**config.mk**
```make
export PLATFORM = sky130hd
export DESIGN_NAME = load_store_unit
export DESIGN_NICKNAME = d
export VERILOG_FILES = /design/src/rtl/load_store_unit.sv
export SDC_FILE = /design/constraint.sdc
export NUM_CORES = 1
export LEC_CHECK = 0
export CAP_MARGIN = 20
export CORE_AREA = 8 8 149 151
export CTS_BUF_LIST = sky130_fd_sc_hd__clkbuf_8
export DETAILED_ROUTE_END_ITERATION = 10
export DIE_AREA = 0 0 157 159
export GPL_ROUTABILITY_DRIVEN = 1
export PLACE_DENSITY = 0.87
export RECOVER_POWER = 100
export SETUP_SLACK_MARGIN = 0.5
export SYNTH_ARGS = -nofsm -noshare
export SYNTH_HDL_FRONTEND = slang
export SYNTH_SLANG_ARGS = --single-unit
```
**constraint.sdc**
```tcl
create_clock -name clk -period 2.3 [get_ports clk]
set_input_delay 0.575 -clock clk [delete_from_list [all_inputs] [get_ports clk]]
set_output_delay 0.575 -clock clk [all_outputs]
set_load 0.05 [all_outputs]
```
**src/rtl/load_store_unit.sv**
```systemverilog
// Memory-stage load/store unit: one req/gnt/rvalid bus transaction per load or store,
// with alignment/funct3 checking, byte-lane steering, load extension and a response timeout.
module load_store_unit #(
  parameter int unsigned TIMEOUT = 16
) (
  input  logic        clk,
  input  logic        reset_n,
  input  logic        ex_valid,
  input  logic        mem_read,
  input  logic        mem_write,
  input  logic        mem_to_reg,
  input  logic [2:0]  funct3,
  input  logic [31:0] addr,
  input  logic [31:0] wdata,
  input  logic [4:0]  rd,
  output logic        lsu_busy,
  output logic        wb_valid,
  output logic        wb_we,
  output logic [4:0]  wb_rd,
  output logic [31:0] wb_data,
  output logic        lsu_err,
  output logic [31:0] err_addr,
  output logic        bus_req,
  output logic        bus_we,
  output logic [31:0] bus_addr,
  output logic [3:0]  bus_be,
  output logic [31:0] bus_wdata,
  input  logic        bus_gnt,
  input  logic        bus_rvalid,
  input  logic [31:0] bus_rdata
);

  localparam int unsigned CntW = $clog2(TIMEOUT + 1);
  localparam logic [CntW-1:0] CntLast = CntW'(TIMEOUT - 1);

  typedef enum logic [2:0] {StIdle, StReq, StResp, StDone, StErr} state_t;

  state_t          state;
  logic [31:0]     op_addr;
  logic [2:0]      op_funct3;
  logic            op_load;
  logic            op_m2r;
  logic [4:0]      op_rd;
  logic [CntW-1:0] cnt;

  logic        accept;
  logic        legal_f3;
  logic        misalign;
  logic        acc_err;
  logic        finish;
  logic        expire;
  logic [3:0]  be_next;
  logic [31:0] wdata_next;
  logic [31:0] rshift;
  logic [31:0] load_data;

  assign accept = (state == StIdle) && ex_valid && (mem_read || mem_write);

  always_comb begin
    legal_f3 = 1'b0;
    case (funct3)
      3'b000, 3'b001, 3'b010: legal_f3 = 1'b1;
      3'b100, 3'b101:         legal_f3 = mem_read;
      default:                legal_f3 = 1'b0;
    endcase
  end

  assign misalign = ((funct3[1:0] == 2'b01) && addr[0]) ||
                    ((funct3[1:0] == 2'b10) && (addr[1:0] != 2'b00));
  assign acc_err  = (mem_read && mem_write) || !legal_f3 || misalign;

  always_comb begin
    be_next    = 4'b1111;
    wdata_next = wdata;
    case (funct3[1:0])
      2'b00: begin
        be_next    = 4'b0001 << addr[1:0];
        wdata_next = {4{wdata[7:0]}};
      end
      2'b01: begin
        be_next    = 4'b0011 << addr[1:0];
        wdata_next = {2{wdata[15:0]}};
      end
      default: ;
    endcase
  end

  assign rshift = bus_rdata >> {op_addr[1:0], 3'b000};

  always_comb begin
    load_data = rshift;
    case (op_funct3)
      3'b000:  load_data = {{24{rshift[7]}}, rshift[7:0]};
      3'b001:  load_data = {{16{rshift[15]}}, rshift[15:0]};
      3'b100:  load_data = {24'd0, rshift[7:0]};
      3'b101:  load_data = {16'd0, rshift[15:0]};
      default: load_data = rshift;
    endcase
  end

  // A grant can only complete the access together with rvalid; gnt alone stops the timer race.
  assign finish = ((state == StReq) && bus_gnt && bus_rvalid) ||
                  ((state == StResp) && bus_rvalid);
  assign expire = (((state == StReq) && !bus_gnt) || ((state == StResp) && !bus_rvalid)) &&
                  (cnt == CntLast);

  assign lsu_busy = reset_n && (accept || (state == StReq) || (state == StResp));

  always_ff @(posedge clk or negedge reset_n) begin
    if (!reset_n) begin
      state     <= StIdle;
      op_addr   <= '0;
      op_funct3 <= '0;
      op_load   <= 1'b0;
      op_m2r    <= 1'b0;
      op_rd     <= '0;
      cnt       <= '0;
      wb_valid  <= 1'b0;
      wb_we     <= 1'b0;
      wb_rd     <= '0;
      wb_data   <= '0;
      lsu_err   <= 1'b0;
      err_addr  <= '0;
      bus_req   <= 1'b0;
      bus_we    <= 1'b0;
      bus_addr  <= '0;
      bus_be    <= '0;
      bus_wdata <= '0;
    end else begin
      wb_valid <= 1'b0;
      wb_we    <= 1'b0;
      lsu_err  <= 1'b0;
      if (finish) begin
        state    <= StDone;
        bus_req  <= 1'b0;
        wb_valid <= 1'b1;
        wb_we    <= op_load && op_m2r && (op_rd != 5'd0);
        wb_rd    <= op_rd;
        if (op_load) wb_data <= load_data;
      end else if (expire) begin
        state    <= StErr;
        bus_req  <= 1'b0;
        lsu_err  <= 1'b1;
        err_addr <= op_addr;
      end else begin
        case (state)
          StIdle: begin
            if (accept) begin
              op_addr   <= addr;
              op_funct3 <= funct3;
              op_load   <= mem_read;
              op_m2r    <= mem_to_reg;
              op_rd     <= rd;
              cnt       <= '0;
              if (acc_err) begin
                state    <= StErr;
                lsu_err  <= 1'b1;
                err_addr <= addr;
              end else begin
                state     <= StReq;
                bus_req   <= 1'b1;
                bus_we    <= mem_write;
                bus_addr  <= {addr[31:2], 2'b00};
                bus_be    <= be_next;
                bus_wdata <= wdata_next;
              end
            end
          end
          StReq: begin
            cnt <= cnt + 1'b1;
            if (bus_gnt) begin
              state   <= StResp;
              bus_req <= 1'b0;
            end
          end
          StResp:  cnt <= cnt + 1'b1;
          default: state <= StIdle;
        endcase
      end
    end
  end

endmodule

```
== Word-level counts from Yosys, hierarchy flattened ==
Index checks and enable logic that the tools add are counted.
W data, S select, Z words.

* Add/sub/neg operators: 1
* Multiply operators: 0
* Div/mod/pow operators: 0
* Order comparisons: 0
* Equal/unequal tests: 17
* Shift-type cells: 3
* Mux-type cells: 29
* Bitwise gates (word level): 3
* Reductions and logical operators: 46

{| class="wikitable"
|+ Operators with widths
! cell !! number
|-
| $mux W32 || 4
|-
| $pmux W32 S4 || 1
|-
| $pmux W32 S2 || 1
|-
| $shr A32 B5 Y32 || 1
|-
| $reduce_and A4 Y1 || 4
|-
| $mux W3 || 5
|-
| $logic_and A1 B1 Y1 || 14
|-
| $eq A3 B3 Y1 const B || 4
|-
| $mux W1 || 12
|-
| $ne A4 B4 Y1 const B || 3
|-
| $pmux W5 S2 || 1
|-
| $reduce_bool A2 Y1 || 5
|-
| $eq A3 B1 Y1 const B || 3
|-
| $logic_not A3 Y1 || 3
|-
| $pmux W3 S3 || 1
|-
| $logic_or A1 B1 Y1 || 8
|-
| $pmux W4 S2 || 1
|-
| $eq A3 B2 Y1 const B || 2
|-
| $add A5 B1 Y5 const B || 1
|-
| $eq A5 B4 Y1 const B || 1
|-
| $mux W5 || 1
|-
| $reduce_and A5 Y1 || 1
|-
| $reduce_bool A5 Y1 || 1
|-
| $pmux W1 S2 || 2
|-
| 14 further kinds || 19
|}

* Flip-flop bits (word level): 190
* Latch bits: 0
* Memory bits (writable): 0
* Bits in read-only memories: 0
* Bits of input ports: 112
* Logic and storage cells: 117
* Memories: 0

== Longest topological paths before layout ==
Gate-level depths: netlist of the first run.

* Word-level depth: 11
* Depth in mapped cells: 9
* Gate-level depth less buffers: 6

== Worst setup path after synthesis of the first run ==
OpenSTA, ideal clock, no wires.

* Path type: input to output
* Start: input port ex_valid
* End: output port lsu_busy
* Arrival time: 1.753 ns
* Required time: 1.725 ns
* Setup slack: -0.028 ns
* Stages: 4
* Cell sequence: nor4b_2 o21a_1 clkbuf_1 o21a_1

* Cells in the longest elaborated chain, start to end: 5

{| class="wikitable"
|+ RTL lines
! what !! RTL line !! RTL
|-
| from (decl) || 8 || <nowiki>input logic ex_valid,</nowiki>
|-
| $logic_and A1 B1 Y1 (2 in series) || 57 || <nowiki>assign accept = (state == StIdle) && ex_valid && (mem_read || mem_write);</nowiki>
|-
| $logic_or A1 B1 Y1 (2 in series) || 107 || <nowiki>assign lsu_busy = reset_n && (accept || (state == StReq) || (state == StResp));</nowiki>
|-
| $logic_and A1 B1 Y1 || 107 ||
|-
| to (decl) || 16 || <nowiki>output logic lsu_busy,</nowiki>
|}

No other way between the ends.

== Worst setup path after layout of the first run ==
* Start: register cnt[0]
* End: register err_addr[5]

* Cells in the longest elaborated chain, start to end: 4
* Elaborated cells on any way between the ends: 7

{| class="wikitable"
|+ RTL lines
! what !! RTL line !! RTL
|-
| from (decl) || 44 || <nowiki>logic [CntW-1:0] cnt;</nowiki>
|-
| from (signal assigned) || 170 || <nowiki>cnt <= cnt + 1'b1;</nowiki>
|-
| from (signal assigned) || 176 || <nowiki>StResp: cnt <= cnt + 1'b1;</nowiki>
|-
| $eq A5 B4 Y1 (*) || 105 || <nowiki>(cnt == CntLast);</nowiki>
|-
| $logic_and A1 B1 Y1 (*) || 104 || <nowiki>assign expire = (((state == StReq) && !bus_gnt) || ((state == StResp) && !bus_rvalid)) &&</nowiki>
|-
| $reduce_bool A2 Y1 (no line) || n/a ||
|-
| $reduce_and A4 Y1 (no line) || n/a ||
|-
| to (signal assigned) || 144 || <nowiki>err_addr <= op_addr;</nowiki>
|-
| to (signal assigned) || 158 || <nowiki>err_addr <= addr;</nowiki>
|-
| to (decl) || 22 || <nowiki>output logic [31:0] err_addr,</nowiki>
|}

Every way passes the cells marked *; elsewhere a longest branch is shown, timed or not.
A chain may end at the register's enable or synchronous reset.

==> flow_summary.toml, run 1 <==
[floorplanning]
row_count = 52
initial_core_util_pct = 43.31
dieArea_sq_um = 24960
die_w_microns = 157
core_sq_um = 19840
die_h_microns = 159
boundaryPins = 255

[detailed_routing]
via_count = 7143
ant_nets = 0
drc_errors = 0
wl_mm = 28.73
dr.pass1.iters = 6
drt_iter0_drc = 358
routedWlPerCell_microns = 21.19
avgViaCountPerCell = 5.268

[synthesis]
synth_warnings = 0
synth_area_sq_um = 8594
synth_top_family_by_area = "multiplexers"
synth_mux_area_share_pct = 21.69
synth_edf_count = 0
synthFlopType = "dfrtp_1"
avgSynthCellArea_sq_um = 11.29
ys_ff_latch = 190
async_reset_ff_share_pct = 100.0
syn_inst = 761
synth_compound_area_share_pct = 8.851
synthSimpleGateAreaFrac_pct = 10.48
synthXorXnorAreaFrac_pct = 0
synth_cell_types = 44
synth_fa_ha_area_share_pct = 0.2912
seq_area_frac_synth_pct = 55.32

[global_routing]
grt_first_pass_wirelength_mm = 44.59
grt.total_usage_pct = 22.93
antenna_found_initial = 2
grt_pass1_vias = 7606
grt.overflow.total = 0
grt_max_degree = 191

[placement]
port_buffers = 252
gp_congestion = 0.8542
hpwlAfterDp_mm = 18.32

[final_layout]
drive_gt1_share_pct = 40.26
seqCellArea_sq_um = 4758
multiInputGateArea_sq_um = 4208
area.growth.synth_to_final_pct = 49.13
fin_util_pct = 64.59
finalNetCount = 1184
nFillCells = 1497

[clocking]
cts_num_sinks = 190
clock-root-buffer = "clkbuf_8"
cts_made_buffers = 17
cts_max_path_buffers = 2
clock_tree.htree_level_count = 4
clk_pin_slew_ns = 0.10
cts_hold_buf = 0
cts_tree = "done"
clkLatencyLatePin_ns = 0.47

[timing]
drv_slew = 191
fmax_mhz = 433.5
slew_headroom_pct = -21.37
finalWorstSetupSlack_ns = -0.007033
fin_skew_ns = 0.02420
worst_pin_slew_ns = 1.821
timing.hold.ws_ns = 0.4752
period_needed_ns = 2.307
rsz0062_at_grt = "true"
period_share_pct = 100.3
setup_viol = 2
hold_viol = 0

[worst_setup_path]
path_class = "reg2reg"
startpoint_type = "flip-flop"
endpoint_kind = "flip-flop"
worstPathMaxFanout = 6
arrival_ns = 2.66
cp.required_ns = 2.65

[run_status]
status = "finished, violations left"
violations = "max-capacitance violations, max-slew violations, negative setup slack"

[flow_run]
maxCapViolCount = 1

[pwr]
cellLeakagePower_nw = 6.234
p_per_area_nw_per_um2 = 1511
ir_drop_v = 0.0009337

[min_path]
min_path_type = "reg2reg"
## cells by family (layout without fill, tap and decap cells)
family          count (synthesis)  count (layout)
simple gates                  219             220
compound gates                121             121
flops                         190             190
buf+inv                        59             379
other cells                     1               5
fa+ha+maj                       2               2
mux                           169             169
## state kept, by name, indices dropped and copies added, names as in the netlist
| register | count |
|---|---|
| cnt | 5 |
| wb_rd | 5 |
| state | 3 |
| op_rd | 5 |
| wb_data | 32 |
| op_m2r | 1 |
| op_load | 1 |
| bus_wdata | 32 |
| op_funct3 | 3 |
| bus_addr | 30 |
| bus_be | 4 |
| op_addr | 32 |
| lsu_err | 1 |
| wb_we | 1 |
| bus_we | 1 |
| wb_valid | 1 |
| bus_req | 1 |
| err_addr | 32 |
## area by class of cell
type                       instances  share of cell area (%)
clock inverter                    10                  0.9664
sequential                       190                   37.12
inverter                           6                  0.1757
clock buffer                      22                   2.362
timing repair buffer             341                   23.85
antenna                            3                 0.05857
multi-input combinational        514                   32.83
tap                              270                   2.636
## placed cells by master, fill, tap and decap left out, drive strengths merged, types with 4 or more instances in the layout
cell type        n
a21oi           48
a2bb2oi         17
and3             4
buf            223
clkbuf          27
clkdlybuf4s50  100
dfrtp          190
dlygate4sd2      7
inv             10
mux2           128
mux2i           40
nand2          183
nor2            12
nor2b            4
o21ai           36
o2bb2ai          7
## cells in the mapped netlist, types with 3 or more instances
library cell / instances / area [sq um]
dfrtp_1: 190 / 4755
nand2_1: 183 / 686.9
mux2_2: 127 / 1430
a21oi_1: 48 / 240.2
mux2i_1: 40 / 400.4
o21ai_0: 34 / 170.2
clkbuf_1: 20 / 75.07
a2bb2oi_1: 17 / 148.9
buf_2: 14 / 70.07
nor2_1: 12 / 45.04
buf_1: 8 / 30.03
buf_4: 8 / 60.06
o2bb2ai_1: 7 / 61.31
inv_1: 5 / 18.77
and3_1: 4 / 25.02
nor2b_1: 4 / 25.02
o211ai_1: 3 / 22.52
## worst max-delay path: stages, from the launching register on
cell,delay (ns)
dfrtp_1,0.40
ha_1,0.22
and3_4,0.19
ha_4,0.15
o211ai_1,0.15
buf_4,0.24
buf_6,0.13
buf_12,0.13
mux2_4,0.30
mux2_4,0.28
## metrics by stage
| step | setup TNS (ns) | setup WS [ns] | power (mW) | instances | instance area (sq um) |
|---|---|---|---|---|---|
| after floorplan | 0 | 0.2647 | 12.96 | 762 | 8864 |
| after global placement | -21.33 | -0.2388 | 16.62 | 1275 | 11810 |
| after detailed placement | -23.15 | -0.2588 | 16.89 | 1275 | 11810 |
| after CTS | -0.01855 | -0.01855 | 19.18 | 1348 | 12750 |
| after global routing | -0.9750 | -0.06357 | 20.26 | 1355 | 12810 |
| final | -0.01067 | -0.007033 | 19.37 | 1356 | 12820 |
## report_power, final
group	switching [mW]	internal, mW	leakage [nW]
clock	1.24	1.13	0.218
combinational	7.24	3.77	3.71
sequential	1.04	4.94	2.30
total	9.52	9.85	6.23
## per-layer routing
| layer | vias to the layer above | global-route usage (%) | part of all wire [%] |
|---|---|---|---|
| li1 | 3245 | - | - |
| met1 | 3615 | 28.21 | 41 |
| met2 | 235 | 38.77 | 51 |
| met3 | 48 | 4.587 | 5.0 |
| met4 | 0 | 8.829 | 3.0 |
| met5 | - | 0 | 0 |
## worst paths after layout
| check | slack, ns | startpoint | cells after the start | endpoint |
|---|---|---|---|---|
| min in group asynchronous | 0.52 | reset_n | 2 | bus_be[2] |
| hold reg to reg | 0.48 | wb_rd[1] | 2 | wb_rd[1] |
| setup reg to reg | -0.007 | cnt[0] | 9 | err_addr[5] |
| setup / recovery | -0.007 | cnt[0] | 9 | err_addr[5] |
| hold / removal | 0.48 | wb_rd[1] | 2 | wb_rd[1] |
| max in group asynchronous | 0.34 | reset_n | 2 | op_addr[1] |
## what timing repair did
action                     CTS  global route
buffers inserted            26             4
gates cloned                15             1
resized for setup          761           102
setup endpoints to repair  292           186
pin swaps                    9             5
Power figures use the tool's default switching activity.
==> run 2: changes to the inputs <==
--- a/config.mk
+++ b/config.mk
@@ -6,10 +6,10 @@
 export NUM_CORES = 1
 export LEC_CHECK = 0
 export CAP_MARGIN = 20
-export CORE_AREA = 8 8 149 151
+export CORE_AREA = 2 2 143 145
 export CTS_BUF_LIST = sky130_fd_sc_hd__clkbuf_8
 export DETAILED_ROUTE_END_ITERATION = 10
-export DIE_AREA = 0 0 157 159
+export DIE_AREA = 0 0 145 147
 export GPL_ROUTABILITY_DRIVEN = 1
 export PLACE_DENSITY = 0.87
 export RECOVER_POWER = 100
==> constraint.sdc (replaced) <==
create_clock -name clk -period 1.9 [get_ports clk]
set_input_delay 0.475 -clock clk [delete_from_list [all_inputs] [get_ports clk]]
set_output_delay 0.475 -clock clk [all_outputs]
set_load 0.05 [all_outputs]
==> run 2 against run 1 <==
Effect of this change: the run still ends with max-capacitance violations, max-slew violations, negative setup slack left; register-to-register slack got worse by 0.47 ns; core utilization increased by 13 points; worst hold slack got worse by 0.16 ns; clock power increased by 16%; cell area increased by 20%; power increased by 48%; clock-buffer cell count decreased by 5; sequential power increased by 28%; routed wire length increased by 16%; critical path type unchanged; critical endpoint is now err_addr[16].
==> flow_summary.toml, run 2 (synthesis results as in run 1) <==
[floorplanning]
core_sq_um = 19840
dieArea_sq_um = 21320
die_w_microns = 145
die_h_microns = 147
row_count = 52
boundaryPins = 255
initial_core_util_pct = 43.31

[timing]
setup_viol = 110
finalWorstSetupSlack_ns = -0.4783
period_needed_ns = 2.378
hold_viol = 0
slew_headroom_pct = -7.274
period_share_pct = 125.2
worst_pin_slew_ns = 1.609
fmax_mhz = 420.5
fin_skew_ns = 0.02637
timing.hold.ws_ns = 0.3171
rsz0062_at_grt = "true"
drv_slew = 171

[final_layout]
nFillCells = 1083
layout.cells.non_filler = 1501
area.growth.synth_to_final_pct = 79.55
most-common-layout-cells = "dfrtp_1 (188), buf_6 (175), nand2_1 (163)"
layout_commonest_cell = "dfrtp_1"
finalNetCount = 1330
drive_gt1_share_pct = 50.77
multiInputGateArea_sq_um = 4372
seqCellArea_sq_um = 4757

[global_routing]
grt_max_degree = 171
antenna_found_initial = 1
grt_use_met2_pct = 47.21
grt_pass1_vias = 8104
grt.overflow.total = 0
grt_first_pass_wirelength_mm = 45.65
grt_busiest_layer = "met2"
met1_usage_pct = 34.64
grt.total_usage_pct = 27.66
use_met3_pct = 6.646

[worst_setup_path]
crit_chain = "ha_1 -> and3_4 -> ha_4 -> o211ai_1 -> buf_4 -> buf_8 -> o21ai_4 -> buf_12 -> buf_12 -> buf_16 -> mux2_4"
crit_family = "buffers and inverters"
startpoint_type = "flip-flop"
cp.buffers_inverters = 5
endpoint_kind = "flip-flop"
worstPathMaxFanout = 5
crit_path_max_incr_delay_ns = 0.41
cp.required_ns = 2.27
arrival_ns = 2.75
path_class = "reg2reg"
slowest_stage = "dfrtp_1"
cpMostUsedCell = "buf_12"

[clocking]
cts_max_path_buffers = 2
clock_tree.htree_level_count = 4
clock-root-buffer = "clkbuf_8"
cts_num_sinks = 190
clkLatencyLatePin_ns = 0.48
clk_pin_slew_ns = 0.11
cts_made_buffers = 17
cts_tree = "done"
cts_hold_buf = 0

[placement]
gp_congestion = 0.8475
dp.cells = 1291
port_buffers = 252
hpwlAfterDp_mm = 17.30

[run_status]
violations = "max-capacitance violations, max-slew violations, negative setup slack"
status = "finished, violations left"

[min_path]
min_path_type = "in2async"

[detailed_routing]
avgViaCountPerCell = 5.412
ant_nets = 0
drt_iter0_drc = 560
dr.pass1.iters = 7
drc_errors = 0
via_count = 8124
routedWlPerCell_microns = 22.22
wl_mm = 33.36

[flow_run]
maxCapViolCount = 1

[pwr]
ir_drop_v = 0.001607
p_per_area_nw_per_um2 = 1853
p_total_mw = 28.60
cellLeakagePower_nw = 7.404
-- run 2: changes by cell type in the layout (fill, tap and decap cells not counted), moves of 9 or more --
cell     before  now
buf_6        20  175
buf_4        39  138
buf_12       14   25
nand2_2       0   11
a21oi_2       6   22
buf_2       135    0
nand2_4       0    9
nand2_1     183  163
a21oi_1      42   25
-- run 2: final cells by class --
type / count / area share (%)
antenna: 2 / 0.03243
clock buffer: 17 / 1.516
clock inverter: 15 / 1.070
inverter: 6 / 0.1460
multi-input combinational: 513 / 28.33
sequential: 190 / 30.83
tap: 270 / 2.189
timing repair buffer: 488 / 35.89
-- run 2: metrics by stage --
step / setup TNS, ns / util (%) / instance area (sq um) / setup WS [ns]
after floorplan: -2.513 / - / 9209 / -0.1234
after global placement: -67.61 / 59.74 / 11850 / -0.4841
after detailed placement: -73.90 / 59.74 / 11850 / -0.5642
after CTS: -18.91 / 71.00 / 14090 / -0.4045
after global routing: -36.48 / 77.75 / 15430 / -0.5369
final: -29.47 / 77.76 / 15430 / -0.4783
-- run 2: worst paths after layout --
check	start	cells after the start	slack, ns	endpoint
worst max-delay path	cnt[0]	11	-0.48	err_addr[16]
worst min-delay path	reset_n	2	0.32	bus_wdata[26]
worst max register to register	cnt[0]	11	-0.48	err_addr[16]
worst min register to register	op_addr[29]	2	0.49	op_addr[29]
max in group asynchronous	reset_n	2	0.27	state[0]
min in group clk	op_addr[29]	2	0.49	op_addr[29]
-- run 2: layer usage --
layer  vias to the layer above  part of all wire (%)
li1                       3532                     -
met1                      4089                    38
met2                       405                    51
met3                        98                   6.9
met4                         0                   3.8
met5                         -                     0
-- run 2: where the power goes --
group / internal (mW) / switching [mW]
clock: 0.995 / 1.74
sequential: 5.98 / 1.70
combinational: 8.38 / 9.80
-- run 2: worst register-to-register path, cell delays in order (launching register included) --
cell and delay [ns]:
dfrtp_1 0.41, ha_1 0.23, and3_4 0.16, ha_4 0.16, o211ai_1 0.15, buf_4 0.23, buf_8 0.14, o21ai_4 0.09
buf_12 0.15, buf_12 0.13, buf_16 0.13, mux2_4 0.30
-- run 2: timing repair --
| item | in CTS | in global routing |
|---|---|---|
| buffers inserted | 70 | 76 |
| gates resized for setup | 183 | 148 |
| pin swaps | 12 | 22 |
| gates cloned | 19 | 11 |
| setup endpoints to repair | 330 | 331 |
==> RTL edit (flow settings as in run 1) <==
`TIMEOUT`: 16 -> 32.
--- a/src/rtl/load_store_unit.sv
+++ b/src/rtl/load_store_unit.sv
@@ -1,7 +1,7 @@
 // Memory-stage load/store unit: one req/gnt/rvalid bus transaction per load or store,
 // with alignment/funct3 checking, byte-lane steering, load extension and a response timeout.
 module load_store_unit #(
-  parameter int unsigned TIMEOUT = 16
+  parameter int unsigned TIMEOUT = 32
 ) (
   input  logic        clk,
   input  logic        reset_n,
Function: not settled (the Yosys comparison gave no result); the edit may change what the design does.
==> RTL edit against run 1 <==
  * The flow finishes with violations (max-capacitance violations, max-slew violations)
  * Wire length grew 5.9%
  * Synthesized cell count grew 11%
  * Worst setup slack gained 170 ps
  * Design area down 5.6%
  * Sequential cell count up 1
  * Synthesized area up 1.5%
  * Sequential power fell by 2%
  * Clock power fell by 6%
  * Sequential share of layout area rose by 2.4 points
  * Power decreased by 9.0%
  * Cell count increased by 5.7%
==> RTL edit: results (changes against run 1) <==
Seq/Total Area, Yosys 54.8% (was 55.3%); pin count of the biggest net entering global routing 122 (was 191); skew final 13.2 ps (was 24.2 ps); I/O Buffers 252 (unchanged); first-pass GRT wire length 44.9 mm (was 44.6 mm); most area-consuming cells after synthesis dfrtp_1 55%, o21ai_0 7.8%, nand2_1 6.9% (was dfrtp_1 55%, mux2_2 17%, nand2_1 8.0%); Pleak 0.00519 uW (was 0.00623 uW); switching share of power 53.5% (was 49.2%); CP arrival 2500 ps (was 2660 ps); Cell Count, Final, Fillers Out 1433 (was 1356); Critical Path Fanout Max 15 (was 6); CTS Buffer Depth 2 (unchanged); Synth cell types 50 (was 44); worst hold path type flop to flop (unchanged); initial antenna violation count 3 (was 2); layout cell share with drive strength beyond 1 19.2% (was 40.3%); clock slew at reported path FFs 120 ps (was 100 ps); GP Congestion 0.870 (was 0.854); DP Area 11800 sq um (about the same); status finished, violations left (unchanged); DR WL/cell 21.2 um (about the same); total track usage 22.7% (was 22.9%); Post-synth EDFFs 0 (unchanged); worst vdd ir 0.905 mV (was 0.934 mV); Mapped Cells 845 (was 761); HPWL Detailed 19.7 mm (was 18.3 mm); 1st-pass router iterations 7 (was 6); failing checks max-capacitance violations, max-slew violations (was max-capacitance violations, max-slew violations, negative setup slack); MaxCap Viol Count 2 (was 1); worst rel slew slack -19.1% (was -21.4%); Post-synth ARST share 100% (unchanged); vias in the first global route 8084 (was 7606); Nets 1261 (was 1184); Synth top cells by count 191 x dfrtp_1, 161 x nand2_1, 136 x o21ai_0 (was 190 x dfrtp_1, 183 x nand2_1, 127 x mux2_2); Skew-Pair Late Insertion Delay 470 ps (about the same); final max-slew violation count 193 (was 191); Final ANT Viol Nets 0 (unchanged); routed vias/inst 5.63 (was 5.27); CTS Buf Count 17 (unchanged); DR iter-0 viols 455 (was 358); root buffer cell clkbuf_8 (unchanged)
RTL edit: per-layer routing:
metal	up-vias	GRT usage [%]	part of all wire, %
met4	4	6.56	2.2
met5	-	0	0.066
met1	3989	28.0	40
li1	3626	-	-
met2	383	37.1	48
met3	59	7.79	9.4
RTL edit: kinds of logic (layout without fill, tap and decap cells):
group                    count (synthesis)  in the layout  synth area share, %
AO/OA/AOI/OAI                          252            252                 17.2
buffers and inverters                   78            393                 4.19
AND/OR/NAND/NOR                        220            220                 10.8
other                                    1              4               0.0430
adder cells (fa/ha/maj)                  1              1                0.143
flip-flops                             191            191                 54.8
multiplexers                           102            102                 12.8
RTL edit: power by group through the flow:
| stage | Clock, uW | Sequential [uW] | Combinational [uW] |
|---|---|---|---|
| finish | 2220 | 5850 | 9560 |
| global route | 2390 | 6030 | 10100 |
| CTS | 2280 | 5740 | 9750 |
| detailed placement | 0 | 5850 | 10300 |
| global placement | 0 | 5770 | 10100 |
| floorplan | 0 | 9750 | 2590 |
RTL edit: through the flow:
| stage | hold WS [ps] | setup slack, ps |
|---|---|---|
| detailed placement | 463 | -280 |
| CTS | 235 | 128 |
| global placement | 451 | -286 |
| floorplan | 279 | 313 |
| global route | 509 | 58.5 |
| finish | 486 | 160 |
RTL edit: area by class of cell:
class / count / area (sq um)
fillers: 1702 / 7750
flip-flops and latches: 191 / 4780
multi-input cells: 577 / 3850
repair buffers: 354 / 2690
well taps: 270 / 338
clock buffers: 17 / 234
clock inverters: 15 / 169
inverters: 7 / 26.3
diodes: 2 / 5.00
RTL edit: worst max-delay path: stages (launching register included):
cell	delay, ps
dfrtp_2	450
clkbuf_1	150
buf_4	170
or4_4	610
buf_12	170
buf_4	200
o21ai_0	180
o21ai_0	90
RTL edit: repair_timing:
action,in CTS,in global routing
pin swaps,5,11
cloned,9,13
setup buffers,11,12
setup endpoints to repair,306,192
gates resized for setup,693,195
RTL edit: worst paths after layout:
| kind | endpoint | cells past startpoint | from | slack [ps] |
|---|---|---|---|---|
| setup / recovery | err_addr[20]$_DFFE_PN0P_ | 7 | state[1]$_DFFE_PN0P_ | 160 |
| hold / removal | op_addr[9]$_DFFE_PN0P_ | 2 | op_addr[9]$_DFFE_PN0P_ | 490 |
| setup reg to reg | err_addr[20]$_DFFE_PN0P_ | 7 | state[1]$_DFFE_PN0P_ | 160 |
| hold reg to reg | op_addr[9]$_DFFE_PN0P_ | 2 | op_addr[9]$_DFFE_PN0P_ | 490 |
| max in group asynchronous | bus_wdata[24]$_DFFE_PN0P_ | 2 | reset_n | 530 |
| min in group asynchronous | op_addr[31]$_DFFE_PN0P_ | 2 | reset_n | 670 |
